File: config.mk
export PLATFORM = sky130hd
export DESIGN_NAME = trap_handler_ctrl_flat
export DESIGN_NICKNAME = d
export VERILOG_FILES = /design/src/rtl/trap_handler_ctrl_pkg.sv /design/src/rtl/trap_handler_ctrl_if.sv /design/src/rtl/trap_csr_file.sv /design/src/rtl/trap_handler_ctrl.sv /design/src/flat_wrapper.sv
export SDC_FILE = /design/constraint.sdc
export NUM_CORES = 1
export LEC_CHECK = 0
export BUFFER_PORTS_ARGS = -buffer_cell sky130_fd_sc_hd__buf_2
export CORE_MARGIN = 2
export CORE_UTILIZATION = 40
export CTS_BUF_LIST = sky130_fd_sc_hd__clkbuf_2 sky130_fd_sc_hd__clkbuf_4 sky130_fd_sc_hd__clkbuf_8
export DETAILED_ROUTE_END_ITERATION = 8
export PLACE_DENSITY = 0.57
export SLEW_MARGIN = 20
export SYNTH_ARGS = -nofsm -noshare
export SYNTH_HDL_FRONTEND = slang
export SYNTH_SLANG_ARGS = --single-unit
File: constraint.sdc
create_clock -name CLK -period 2.3 [get_ports CLK]
set_input_delay 0.23 -clock CLK [delete_from_list [all_inputs] [get_ports CLK]]
set_output_delay 0.23 -clock CLK [all_outputs]
set_load 0.005 [all_outputs]
File: src/rtl/trap_handler_ctrl_pkg.sv
// rtl/trap_handler_ctrl_pkg.sv - shared constants, types and helpers for the trap handler
package trap_handler_ctrl_pkg;

  localparam int unsigned XLEN_W = 32;

  // Machine trap CSR addresses
  localparam logic [11:0] CSR_MSTATUS = 12'h300;
  localparam logic [11:0] CSR_MIE     = 12'h304;
  localparam logic [11:0] CSR_MTVEC   = 12'h305;
  localparam logic [11:0] CSR_MEPC    = 12'h341;
  localparam logic [11:0] CSR_MCAUSE  = 12'h342;
  localparam logic [11:0] CSR_MTVAL   = 12'h343;
  localparam logic [11:0] CSR_MIP     = 12'h344;

  // Exception / interrupt codes
  localparam logic [3:0] EXC_ILLEGAL_INSTR = 4'd2;
  localparam logic [3:0] IRQ_M_EXT         = 4'd11;

  // Privilege encodings
  localparam logic [1:0] PRIV_M = 2'b11;
  localparam logic [1:0] PRIV_U = 2'b00;

  typedef enum logic [1:0] {
    ST_IDLE,
    ST_ENTRY,
    ST_EXIT,
    ST_REDIRECT
  } state_e;

  typedef struct packed {
    logic              valid;
    logic              irq;
    logic [3:0]        cause;
    logic [XLEN_W-1:0] pc;
    logic [XLEN_W-1:0] tval;
  } trap_req_t;

  // Handler address: BASE, or BASE + 4*code for interrupts in vectored mode
  function automatic logic [XLEN_W-1:0] trap_target(logic [XLEN_W-1:0] mtvec,
                                                   logic irq, logic [3:0] code);
    logic [XLEN_W-1:0] base;
    base = {mtvec[XLEN_W-1:2], 2'b00};
    if (irq && (mtvec[1:0] == 2'b01)) begin
      return base + {{(XLEN_W-6){1'b0}}, code, 2'b00};
    end
    return base;
  endfunction

endpackage

File: src/rtl/trap_handler_ctrl_if.sv
// rtl/trap_handler_ctrl_if.sv - trap request, CSR access and redirect signal bundle
interface trap_handler_ctrl_if #(
  parameter int unsigned XLEN = 32
);
  logic            trap_valid;
  logic [3:0]      trap_cause;
  logic [XLEN-1:0] trap_pc;
  logic [XLEN-1:0] trap_tval;
  logic            mret_valid;
  logic            irq_ext;
  logic            csr_we;
  logic [11:0]     csr_addr;
  logic [XLEN-1:0] csr_wdata;
  logic [XLEN-1:0] csr_rdata;
  logic            busy_o;
  logic            flush_o;
  logic            redirect_valid_o;
  logic [XLEN-1:0] redirect_pc_o;
  logic [1:0]      priv_o;
  logic            mie_o;
  logic            mpie_o;
  logic [1:0]      mpp_o;

  modport master (
    output trap_valid, trap_cause, trap_pc, trap_tval, mret_valid, irq_ext,
    output csr_we, csr_addr, csr_wdata,
    input  csr_rdata, busy_o, flush_o, redirect_valid_o, redirect_pc_o,
    input  priv_o, mie_o, mpie_o, mpp_o
  );

  modport slave (
    input  trap_valid, trap_cause, trap_pc, trap_tval, mret_valid, irq_ext,
    input  csr_we, csr_addr, csr_wdata,
    output csr_rdata, busy_o, flush_o, redirect_valid_o, redirect_pc_o,
    output priv_o, mie_o, mpie_o, mpp_o
  );
endinterface

File: src/rtl/trap_csr_file.sv
// rtl/trap_csr_file.sv - machine trap CSR storage, WARL masking and read mux
module trap_csr_file
  import trap_handler_ctrl_pkg::*;
#(
  parameter int unsigned     XLEN        = 32,
  parameter logic [XLEN-1:0] RESET_MTVEC = 32'h0000_0100
) (
  input  logic            clk_i,
  input  logic            rst_i,
  input  logic            we_i,
  input  logic [11:0]     addr_i,
  input  logic [XLEN-1:0] wdata_i,
  output logic [XLEN-1:0] rdata_o,
  input  logic            irq_ext_i,
  input  logic            entry_i,
  input  logic            exit_i,
  input  logic            entry_irq_i,
  input  logic [3:0]      entry_code_i,
  input  logic [XLEN-1:0] entry_pc_i,
  input  logic [XLEN-1:0] entry_tval_i,
  output logic [XLEN-1:0] mtvec_o,
  output logic [XLEN-1:0] mepc_o,
  output logic            meie_o,
  output logic            mie_o,
  output logic            mpie_o,
  output logic [1:0]      mpp_o,
  output logic [1:0]      priv_o
);

  logic            mie_q;
  logic            mpie_q;
  logic [1:0]      mpp_q;
  logic [1:0]      priv_q;
  logic            meie_q;
  logic [XLEN-1:0] mtvec_q;
  logic [XLEN-1:0] mepc_q;
  logic [XLEN-1:0] mcause_q;
  logic [XLEN-1:0] mtval_q;

  logic [1:0]      mpp_wr;
  logic [XLEN-1:0] mtvec_wr;

  // WARL legalisation of software writes: MPP=10 -> 00, mtvec MODE 2/3 -> 0
  always_comb begin
    mpp_wr   = (wdata_i[12:11] == 2'b10) ? PRIV_U : wdata_i[12:11];
    mtvec_wr = {wdata_i[XLEN-1:2], (wdata_i[1] ? 2'b00 : wdata_i[1:0])};
  end

  // CSR state: trap entry/return updates, otherwise software writes
  always_ff @(posedge clk_i) begin
    if (rst_i) begin
      mie_q    <= 1'b0;
      mpie_q   <= 1'b0;
      mpp_q    <= PRIV_M;
      priv_q   <= PRIV_M;
      meie_q   <= 1'b0;
      mtvec_q  <= RESET_MTVEC;
      mepc_q   <= '0;
      mcause_q <= '0;
      mtval_q  <= '0;
    end else if (entry_i) begin
      mepc_q   <= {entry_pc_i[XLEN-1:2], 2'b00};
      mcause_q <= {entry_irq_i, {(XLEN-5){1'b0}}, entry_code_i};
      mtval_q  <= entry_irq_i ? '0 : entry_tval_i;
      mpie_q   <= mie_q;
      mie_q    <= 1'b0;
      mpp_q    <= priv_q;
      priv_q   <= PRIV_M;
    end else if (exit_i) begin
      mie_q    <= mpie_q;
      mpie_q   <= 1'b1;
      priv_q   <= mpp_q;
      mpp_q    <= PRIV_U;
    end else if (we_i) begin
      case (addr_i)
        CSR_MSTATUS: begin
          mie_q  <= wdata_i[3];
          mpie_q <= wdata_i[7];
          mpp_q  <= mpp_wr;
        end
        CSR_MIE:    meie_q   <= wdata_i[11];
        CSR_MTVEC:  mtvec_q  <= mtvec_wr;
        CSR_MEPC:   mepc_q   <= {wdata_i[XLEN-1:2], 2'b00};
        CSR_MCAUSE: mcause_q <= wdata_i;
        CSR_MTVAL:  mtval_q  <= wdata_i;
        default: ;
      endcase
    end
  end

  // Combinational read mux; unimplemented addresses read zero
  always_comb begin
    rdata_o = '0;
    case (addr_i)
      CSR_MSTATUS: begin
        rdata_o[3]     = mie_q;
        rdata_o[7]     = mpie_q;
        rdata_o[12:11] = mpp_q;
      end
      CSR_MIE:     rdata_o[11] = meie_q;
      CSR_MTVEC:   rdata_o     = mtvec_q;
      CSR_MEPC:    rdata_o     = mepc_q;
      CSR_MCAUSE:  rdata_o     = mcause_q;
      CSR_MTVAL:   rdata_o     = mtval_q;
      CSR_MIP:     rdata_o[11] = irq_ext_i;
      default:     rdata_o     = '0;
    endcase
  end

  assign mtvec_o = mtvec_q;
  assign mepc_o  = mepc_q;
  assign meie_o  = meie_q;
  assign mie_o   = mie_q;
  assign mpie_o  = mpie_q;
  assign mpp_o   = mpp_q;
  assign priv_o  = priv_q;

endmodule

File: src/rtl/trap_handler_ctrl.sv
// rtl/trap_handler_ctrl.sv - machine-mode trap entry/return sequencer and fetch redirect
module trap_handler_ctrl
  import trap_handler_ctrl_pkg::*;
#(
  parameter int unsigned     XLEN        = 32,
  parameter logic [XLEN-1:0] RESET_MTVEC = 32'h0000_0100
) (
  input logic                CLK,
  input logic                RST,
  trap_handler_ctrl_if.slave bus
);

  state_e          state_q, state_d;
  trap_req_t       req_q, req_d;
  logic [XLEN-1:0] target_q, target_d;

  logic            busy;
  logic            flush;
  logic            redirect;
  logic            entry_commit;
  logic            exit_commit;
  logic            csr_we_idle;
  logic            irq_pend;

  logic [XLEN-1:0] mtvec;
  logic [XLEN-1:0] mepc;
  logic            meie;
  logic            mstatus_mie;
  logic            mstatus_mpie;
  logic [1:0]      mstatus_mpp;
  logic [1:0]      priv;

  // Software CSR writes only land while no trap sequence is in flight
  assign csr_we_idle = bus.csr_we && (state_q == ST_IDLE);
  assign irq_pend    = bus.irq_ext && mstatus_mie && meie;

  trap_csr_file #(
    .XLEN        (XLEN),
    .RESET_MTVEC (RESET_MTVEC)
  ) u_csr (
    .clk_i        (CLK),
    .rst_i        (RST),
    .we_i         (csr_we_idle),
    .addr_i       (bus.csr_addr),
    .wdata_i      (bus.csr_wdata),
    .rdata_o      (bus.csr_rdata),
    .irq_ext_i    (bus.irq_ext),
    .entry_i      (entry_commit),
    .exit_i       (exit_commit),
    .entry_irq_i  (req_q.irq),
    .entry_code_i (req_q.cause),
    .entry_pc_i   (req_q.pc),
    .entry_tval_i (req_q.tval),
    .mtvec_o      (mtvec),
    .mepc_o       (mepc),
    .meie_o       (meie),
    .mie_o        (mstatus_mie),
    .mpie_o       (mstatus_mpie),
    .mpp_o        (mstatus_mpp),
    .priv_o       (priv)
  );

  // Next state, request latch and strobes; the target is resolved from the
  // CSR values seen at the request edge so a coincident CSR write is not used
  always_comb begin
    state_d      = state_q;
    req_d        = req_q;
    target_d     = target_q;
    busy         = 1'b0;
    flush        = 1'b0;
    redirect     = 1'b0;
    entry_commit = 1'b0;
    exit_commit  = 1'b0;
    unique case (state_q)
      ST_IDLE: begin
        if (bus.trap_valid) begin
          state_d     = ST_ENTRY;
          req_d.valid = 1'b1;
          req_d.irq   = 1'b0;
          req_d.cause = bus.trap_cause;
          req_d.pc    = bus.trap_pc;
          req_d.tval  = bus.trap_tval;
          target_d    = trap_target(mtvec, 1'b0, bus.trap_cause);
        end else if (irq_pend) begin
          state_d     = ST_ENTRY;
          req_d.valid = 1'b1;
          req_d.irq   = 1'b1;
          req_d.cause = IRQ_M_EXT;
          req_d.pc    = bus.trap_pc;
          req_d.tval  = '0;
          target_d    = trap_target(mtvec, 1'b1, IRQ_M_EXT);
        end else if (bus.mret_valid) begin
          state_d     = ST_EXIT;
          req_d       = '0;
          target_d    = mepc;
        end
        // Stall the requesting instruction in the accepting cycle as well
        busy = (state_d != ST_IDLE);
      end
      ST_ENTRY: begin
        busy         = 1'b1;
        flush        = 1'b1;
        entry_commit = req_q.valid;
        state_d      = ST_REDIRECT;
      end
      ST_EXIT: begin
        busy        = 1'b1;
        flush       = 1'b1;
        exit_commit = 1'b1;
        state_d     = ST_REDIRECT;
      end
      ST_REDIRECT: begin
        busy     = 1'b1;
        redirect = 1'b1;
        state_d  = ST_IDLE;
      end
      default: state_d = ST_IDLE;
    endcase
  end

  // Sequencer registers; reset abandons any sequence without redirecting
  always_ff @(posedge CLK) begin
    if (RST) begin
      state_q  <= ST_IDLE;
      req_q    <= '0;
      target_q <= '0;
    end else begin
      state_q  <= state_d;
      req_q    <= req_d;
      target_q <= target_d;
    end
  end

  assign bus.busy_o           = busy;
  assign bus.flush_o          = flush;
  assign bus.redirect_valid_o = redirect;
  assign bus.redirect_pc_o    = redirect ? target_q : '0;
  assign bus.priv_o           = priv;
  assign bus.mie_o            = mstatus_mie;
  assign bus.mpie_o           = mstatus_mpie;
  assign bus.mpp_o            = mstatus_mpp;

endmodule
File: src/flat_wrapper.sv
// flat-port wrapper written by rule: the top's interface ports become plain ports
module trap_handler_ctrl_flat import trap_handler_ctrl_pkg::*;
#(
  parameter int unsigned     XLEN        = 32,
  parameter logic [XLEN-1:0] RESET_MTVEC = 32'h0000_0100
)
  (CLK, RST, bus_trap_valid, bus_trap_cause, bus_trap_pc, bus_trap_tval, bus_mret_valid, bus_irq_ext, bus_csr_we, bus_csr_addr, bus_csr_wdata, bus_csr_rdata, bus_busy_o, bus_flush_o, bus_redirect_valid_o, bus_redirect_pc_o, bus_priv_o, bus_mie_o, bus_mpie_o, bus_mpp_o);
  trap_handler_ctrl_if #(.XLEN(XLEN)) bus_i ();
  input logic CLK;
  input logic RST;
  input wire logic [$bits(bus_i.trap_valid)-1:0] bus_trap_valid;
  input wire logic [$bits(bus_i.trap_cause)-1:0] bus_trap_cause;
  input wire logic [$bits(bus_i.trap_pc)-1:0] bus_trap_pc;
  input wire logic [$bits(bus_i.trap_tval)-1:0] bus_trap_tval;
  input wire logic [$bits(bus_i.mret_valid)-1:0] bus_mret_valid;
  input wire logic [$bits(bus_i.irq_ext)-1:0] bus_irq_ext;
  input wire logic [$bits(bus_i.csr_we)-1:0] bus_csr_we;
  input wire logic [$bits(bus_i.csr_addr)-1:0] bus_csr_addr;
  input wire logic [$bits(bus_i.csr_wdata)-1:0] bus_csr_wdata;
  output wire logic [$bits(bus_i.csr_rdata)-1:0] bus_csr_rdata;
  output wire logic [$bits(bus_i.busy_o)-1:0] bus_busy_o;
  output wire logic [$bits(bus_i.flush_o)-1:0] bus_flush_o;
  output wire logic [$bits(bus_i.redirect_valid_o)-1:0] bus_redirect_valid_o;
  output wire logic [$bits(bus_i.redirect_pc_o)-1:0] bus_redirect_pc_o;
  output wire logic [$bits(bus_i.priv_o)-1:0] bus_priv_o;
  output wire logic [$bits(bus_i.mie_o)-1:0] bus_mie_o;
  output wire logic [$bits(bus_i.mpie_o)-1:0] bus_mpie_o;
  output wire logic [$bits(bus_i.mpp_o)-1:0] bus_mpp_o;
  assign bus_i.trap_valid = bus_trap_valid;
  assign bus_i.trap_cause = bus_trap_cause;
  assign bus_i.trap_pc = bus_trap_pc;
  assign bus_i.trap_tval = bus_trap_tval;
  assign bus_i.mret_valid = bus_mret_valid;
  assign bus_i.irq_ext = bus_irq_ext;
  assign bus_i.csr_we = bus_csr_we;
  assign bus_i.csr_addr = bus_csr_addr;
  assign bus_i.csr_wdata = bus_csr_wdata;
  assign bus_csr_rdata = bus_i.csr_rdata;
  assign bus_busy_o = bus_i.busy_o;
  assign bus_flush_o = bus_i.flush_o;
  assign bus_redirect_valid_o = bus_i.redirect_valid_o;
  assign bus_redirect_pc_o = bus_i.redirect_pc_o;
  assign bus_priv_o = bus_i.priv_o;
  assign bus_mie_o = bus_i.mie_o;
  assign bus_mpie_o = bus_i.mpie_o;
  assign bus_mpp_o = bus_i.mpp_o;
  trap_handler_ctrl #(.XLEN(XLEN), .RESET_MTVEC(RESET_MTVEC)) u_core (.CLK(CLK), .RST(RST), .bus(bus_i));
endmodule
* Yosys cells after proc, flatten, opt, wreduce, memory -nomap -nowiden *
Index checks and enable logic that the tools add are counted.

word-level totals
  bits of input ports = 118
  flip-flop bits (word level) = 237
  output and inout port bits = 73
  word-level logic and storage cells = 116

operators by class
  add/sub/neg operators = 1
  reductions and logical operators = 26
  bitwise operators = 2
  mux-type cells = 57
  equality and inequality tests = 13

operators by type and width
  operator                 count
  $mux W32                 19
  $mux W70                 3
  $eq A12 B10 Y1 const B   7
  $pmux W19 S4             1
  $pmux W3 S4              3
  $add A32 B6 Y32 const B  1
  $mux W2                  9
  $mux W1                  16
  $pmux W1 S5              3
  $reduce_bool A2 Y1       7
  $reduce_and A3 Y1        4
  $reduce_bool A3 Y1       3
  $reduce_and A4 Y1        2
  $pmux W1 S7              1
  $eq A2 B2 Y1 const B     3
  $pmux W2 S3              1
  $reduce_and A2 Y1        3
  $eq A2 B1 Y1 const B     2
  $reduce_or A2 Y1         2
  $logic_and A1 B1 Y1      3
  $reduce_or A3 Y1         1
  $logic_not A2 Y1         1
  $ne A2 B1 Y1 const B     1
  $not A1 Y1               2
  $pmux W1 S2              1

* Longest topological paths before layout *
  word-level depth = 8
  depth in mapped cells = 9
  depth with buffers taken out = 7

* Cells and area by module *
From an unflattened synthesis, not the netlist that was laid out.

unflattened totals
  cell total of the unflattened synthesis = 1,378
  area, all modules = 11,529.8 sq um

modules (own cells, without submodules)
  module             instances  seq. area each (sq um)  cells an instance  area an instance (sq um)
  trap_csr_file      1          2,642.5                 793                6,471.2
  trap_handler_ctrl  1          2,082.0                 585                5,058.6

* Worst setup path after synthesis *
OpenSTA, ideal clock, no wires.

  path kind = reg-to-reg
  start = register u_core.state_q[0]
  end = register u_core.u_csr.mtval_q[15]
  period minus slack after synthesis = 1.859 ns
  data arrival time = 1.768 ns
  path buffers = 1
  cell stages (with the launch flop) = 9
  data required time = 2.209 ns
  library setup time = 0.091 ns
  path slack = 0.441 ns
  path through = dfxtp_1 -> inv_1 -> ha_1 -> and3b_1 -> nand4_1 -> o21ai_2 -> buf_2 -> nor2_1 -> a311oi_1

between the ends
  longest elaborated chain between the ends = 4
  elaborated cells on any way between the ends = 11
  classes of those cells = eq/ne: 3; mux: 3; reduce/logical: 5

RTL lines
  item                                                          RTL line                                          RTL
  from (decl)                                                   trap_handler_ctrl.sv:13                           state_e state_q, state_d;
  from (signal assigned)                                        trap_handler_ctrl.sv:128                          state_q <= state_d;
  $eq A2 B2 Y1, or another cell as far along                    trap_handler_ctrl.sv:74                           unique case (state_q)
  $mux W1 or $logic_and A1 B1 Y1 (tied branches)                trap_handler_ctrl.sv:74, trap_handler_ctrl.sv:34
  $ne A2 B1 Y1 (no line) or $reduce_bool A2 Y1 (tied branches)  --
  $reduce_and A3 Y1 (no line)                                   --
  to (signal assigned)                                          trap_csr_file.sv:64                               mtval_q <= entry_irq_i ? '0 : entry_tval_i;
  to (signal assigned)                                          trap_csr_file.sv:85                               CSR_MTVAL: mtval_q <= wdata_i;
  to (decl)                                                     trap_csr_file.sv:38                               logic [XLEN-1:0] mtval_q;

Parallel ways exist; a longest one is shown, timed or not.
A chain may end at the register's enable or synchronous reset.

* Final worst setup path *
  start = register u_core.state_q[0]
  end = register u_core.u_csr.mtval_q[23]

The elaborated chain is that of the path after synthesis.

==> impl_metrics.ini <==
[setup_path]
reg2reg_depth = 9
start_kind = flip-flop
rrSetupSlack_ns = 0.06
end_kind = flip-flop
cp_data_required_time_ns = 2.70
reg2reg_from = u_core.state_q[0]
cp-endpoint = u_core.u_csr.mtval_q[23]
startpoint = u_core.state_q[0]
cp_max_fo = 16
critPathArrivalTime_ns = 2.64
worstReg2RegEnd = u_core.u_csr.mtval_q[23]
critPathKind = reg2reg

[logic_synthesis]
seq_area_frac_synth = 0.426
synth_ff_type = dfxtp_1
synthArstFlopShare = 0
syn_area_per_cell_um2 = 8.00
yosys_warnings = 0
synth_edf_count = 0
yosys.cell_types.count = 63
synth_cells = 1364
syn_area_mm2 = 0.0109
synth-seq-cells = 232

[drt]
wl_per_cell_um = 20.1
routed_wirelength_um = 40500
ant_nets = 0
first_pass_iters = 5
route.vias.total = 11429
drc_errors = 0
drt-initial-drc-count = 1109
via_per_inst = 5.67

[die]
die_h_um = 169
core_mm2 = 0.0269
rows = 60
start_util = 0.406
die_x_um = 169
num_io_pins = 191
die-area_mm2 = 0.0286

[hold_path]
min_from = bus_csr_wdata[11]
worstHoldPathType = in2reg

[finish]
instances_no_fill = 2016
final_common_cell = nand2_1
final_cell_mix = nand2_1, dfxtp_1, buf_2
post-route-util = 0.536
syn2layout_area_growth_pct = 32.0
fin_nets = 1770
seq_area_mm2 = 0.00464
drive_gt1_frac = 0.235
fillers = 2566
multi_input_area_mm2 = 0.00574

[sta]
hold_viol_final = 0
maxSlewViolCount = 0
finalClockSkew_ns = 0.0142
tightest_slew_ns = 0.592
grt_setup_unrepaired = no
finalSetupViolCount = 0
layout_setup_ws_ns = 0.0637
clock.fmax_mhz = 447
fin_crit_ns = 2.24
relSlewSlack = 0.606
fin_crit_sh = 0.972
final.setup.tns_ns = 0

[cts]
cts_root_buf = clkbuf_8
clk_pin_slew_ns = 0.06
clkSinkCount = 232
tritoncts = yes
cts_max_path_buffers = 3
h-tree-depth = 2
clk_latency_ns = 0.54
cts_inserted_buffers = 42

[outcome]
status = finished, final reports clean

[job]
max-cap-violations = 0

[power]
ir_drop_mv = 0.411
leakage_nw = 5.44
p_per_area_mw_per_mm2 = 710

[place]
gp_congestion = 0.899
place_ws_ns = 0.0670
dpl.hpwl_um = 27300
place_inst = 1837
portBuffers = 186

[global_route]
antenna_found_initial = 1
first_global_vias = 10325
grt.overflow.total = 0
grt.total_usage = 0.263
grt_first_pass_wirelength_um = 59400
grt_max_degree = 65
through the flow:
stage          instance area, µm²  hold slack, ns  total power (W)
3_5_place_dp                12400           0.441          0.00612
5_1_grt                     14400          0.0266           0.0106
4_1_cts                     14200         0.00599           0.0102
2_1_floorplan               10900           0.351          0.00547
3_3_place_gp                12400           0.434          0.00609
6_report                    14400          0.0296           0.0102
worst min path at each step:
stage / endpoint / slack, ns / cells past startpoint
3_3_place_gp: u_core.u_csr.mcause_q[14] / 0.43 / 2
6_report: u_core.u_csr.mtvec_o[11] / 0.03 / 3
2_1_floorplan: u_core.u_csr.mtvec_o[8] / 0.35 / 2
3_5_place_dp: u_core.u_csr.mcause_q[15] / 0.44 / 2
5_1_grt: u_core.u_csr.mtvec_o[11] / 0.03 / 3
4_1_cts: u_core.u_csr.mtvec_o[11] / 0.006 / 3
power by group:
part	internal (W)	total [W]	switching [W]
clock	0.00227	0.00396	0.00168
sequential	0.00430	0.00449	0.000192
combinational	0.000761	0.00177	0.00101
total	0.00734	0.0102	0.00288
registers in the layout, summed over array words and instances, names as in the netlist, 2 cells and up:
signal	flops
u_core.u_csr.mcause_q	32
u_core.u_csr.mtval_q	32
u_core.target_q	30
u_core.u_csr.mepc_o	30
u_core.u_csr.priv_o	2
u_core.u_csr.mpp_o	2
u_core.req_q	68
u_core.state_q	2
u_core.u_csr.mtvec_o	31
cell families after synthesis:
group                    after synthesis  synth area share
AO/OA/AOI/OAI                        344             0.225
buffers and inverters                139            0.0514
other                                  1          0.000344
XOR/XNOR                              20            0.0161
AND/OR/NAND/NOR                      586             0.238
adder cells (fa/ha/maj)                5           0.00573
flip-flops                           232             0.426
multiplexers                          37            0.0377
cell usage after synthesis, types with 5 or more instances:
master / instances / area (µm²)
nor3_1: 18 / 90.1
nor3b_1: 5 / 37.5
a221o_1: 16 / 160
nand2_1: 265 / 995
o21ai_0: 31 / 155
mux2_2: 33 / 372
or3_1: 5 / 31.3
dfxtp_1: 232 / 4640
xnor2_1: 16 / 140
inv_1: 11 / 41.3
nor2_1: 161 / 604
clkbuf_1: 97 / 364
ha_1: 5 / 62.6
a311oi_1: 62 / 543
o221a_2: 5 / 56.3
nand2b_1: 8 / 50.1
buf_2: 25 / 125
a222oi_1: 27 / 270
o22ai_1: 17 / 106
nand4_1: 5 / 31.3
and3_1: 5 / 31.3
a22oi_1: 41 / 308
and2_1: 36 / 225
nand3_1: 46 / 230
a21oi_1: 109 / 546
nor2b_1: 8 / 50.1
repair_timing:
| item | 4_1_cts | 5_1_grt |
|---|---|---|
| buffers inserted | 0 | 6 |
| gates resized for setup | 0 | 2 |
| endpoints found under the setup margin | 0 | 54 |
| endpoints found under the hold margin | 130 | 0 |
| hold buffers | 97 | 0 |
per-layer routing:
layer,vias up,track usage,share of wire
met4,0,0.0687,0.027
met3,87,0.0371,0.081
met1,5352,0.392,0.47
met2,537,0.398,0.43
li1,5453,-,-
met5,-,0,0
critical path, cell delays in order (launching register included):
cell,delay [ns]
dfxtp_1,0.33
inv_1,0.12
ha_1,0.21
buf_6,0.13
and3b_1,0.17
nand4_1,0.22
o21ai_4,0.35
buf_4,0.20
buf_6,0.24
a311oi_1,0.12
layout make-up:
| class | instances | share of cell area |
|---|---|---|
| inverter | 11 | 0.00287 |
| clock inverter | 2 | 0.000869 |
| tap | 341 | 0.0296 |
| multi-input combinational | 994 | 0.399 |
| sequential | 232 | 0.323 |
| clock buffer | 69 | 0.0581 |
| timing repair buffer | 366 | 0.187 |
| antenna | 1 | 0.000174 |
Note: power is estimated with default switching activity, not from simulation.
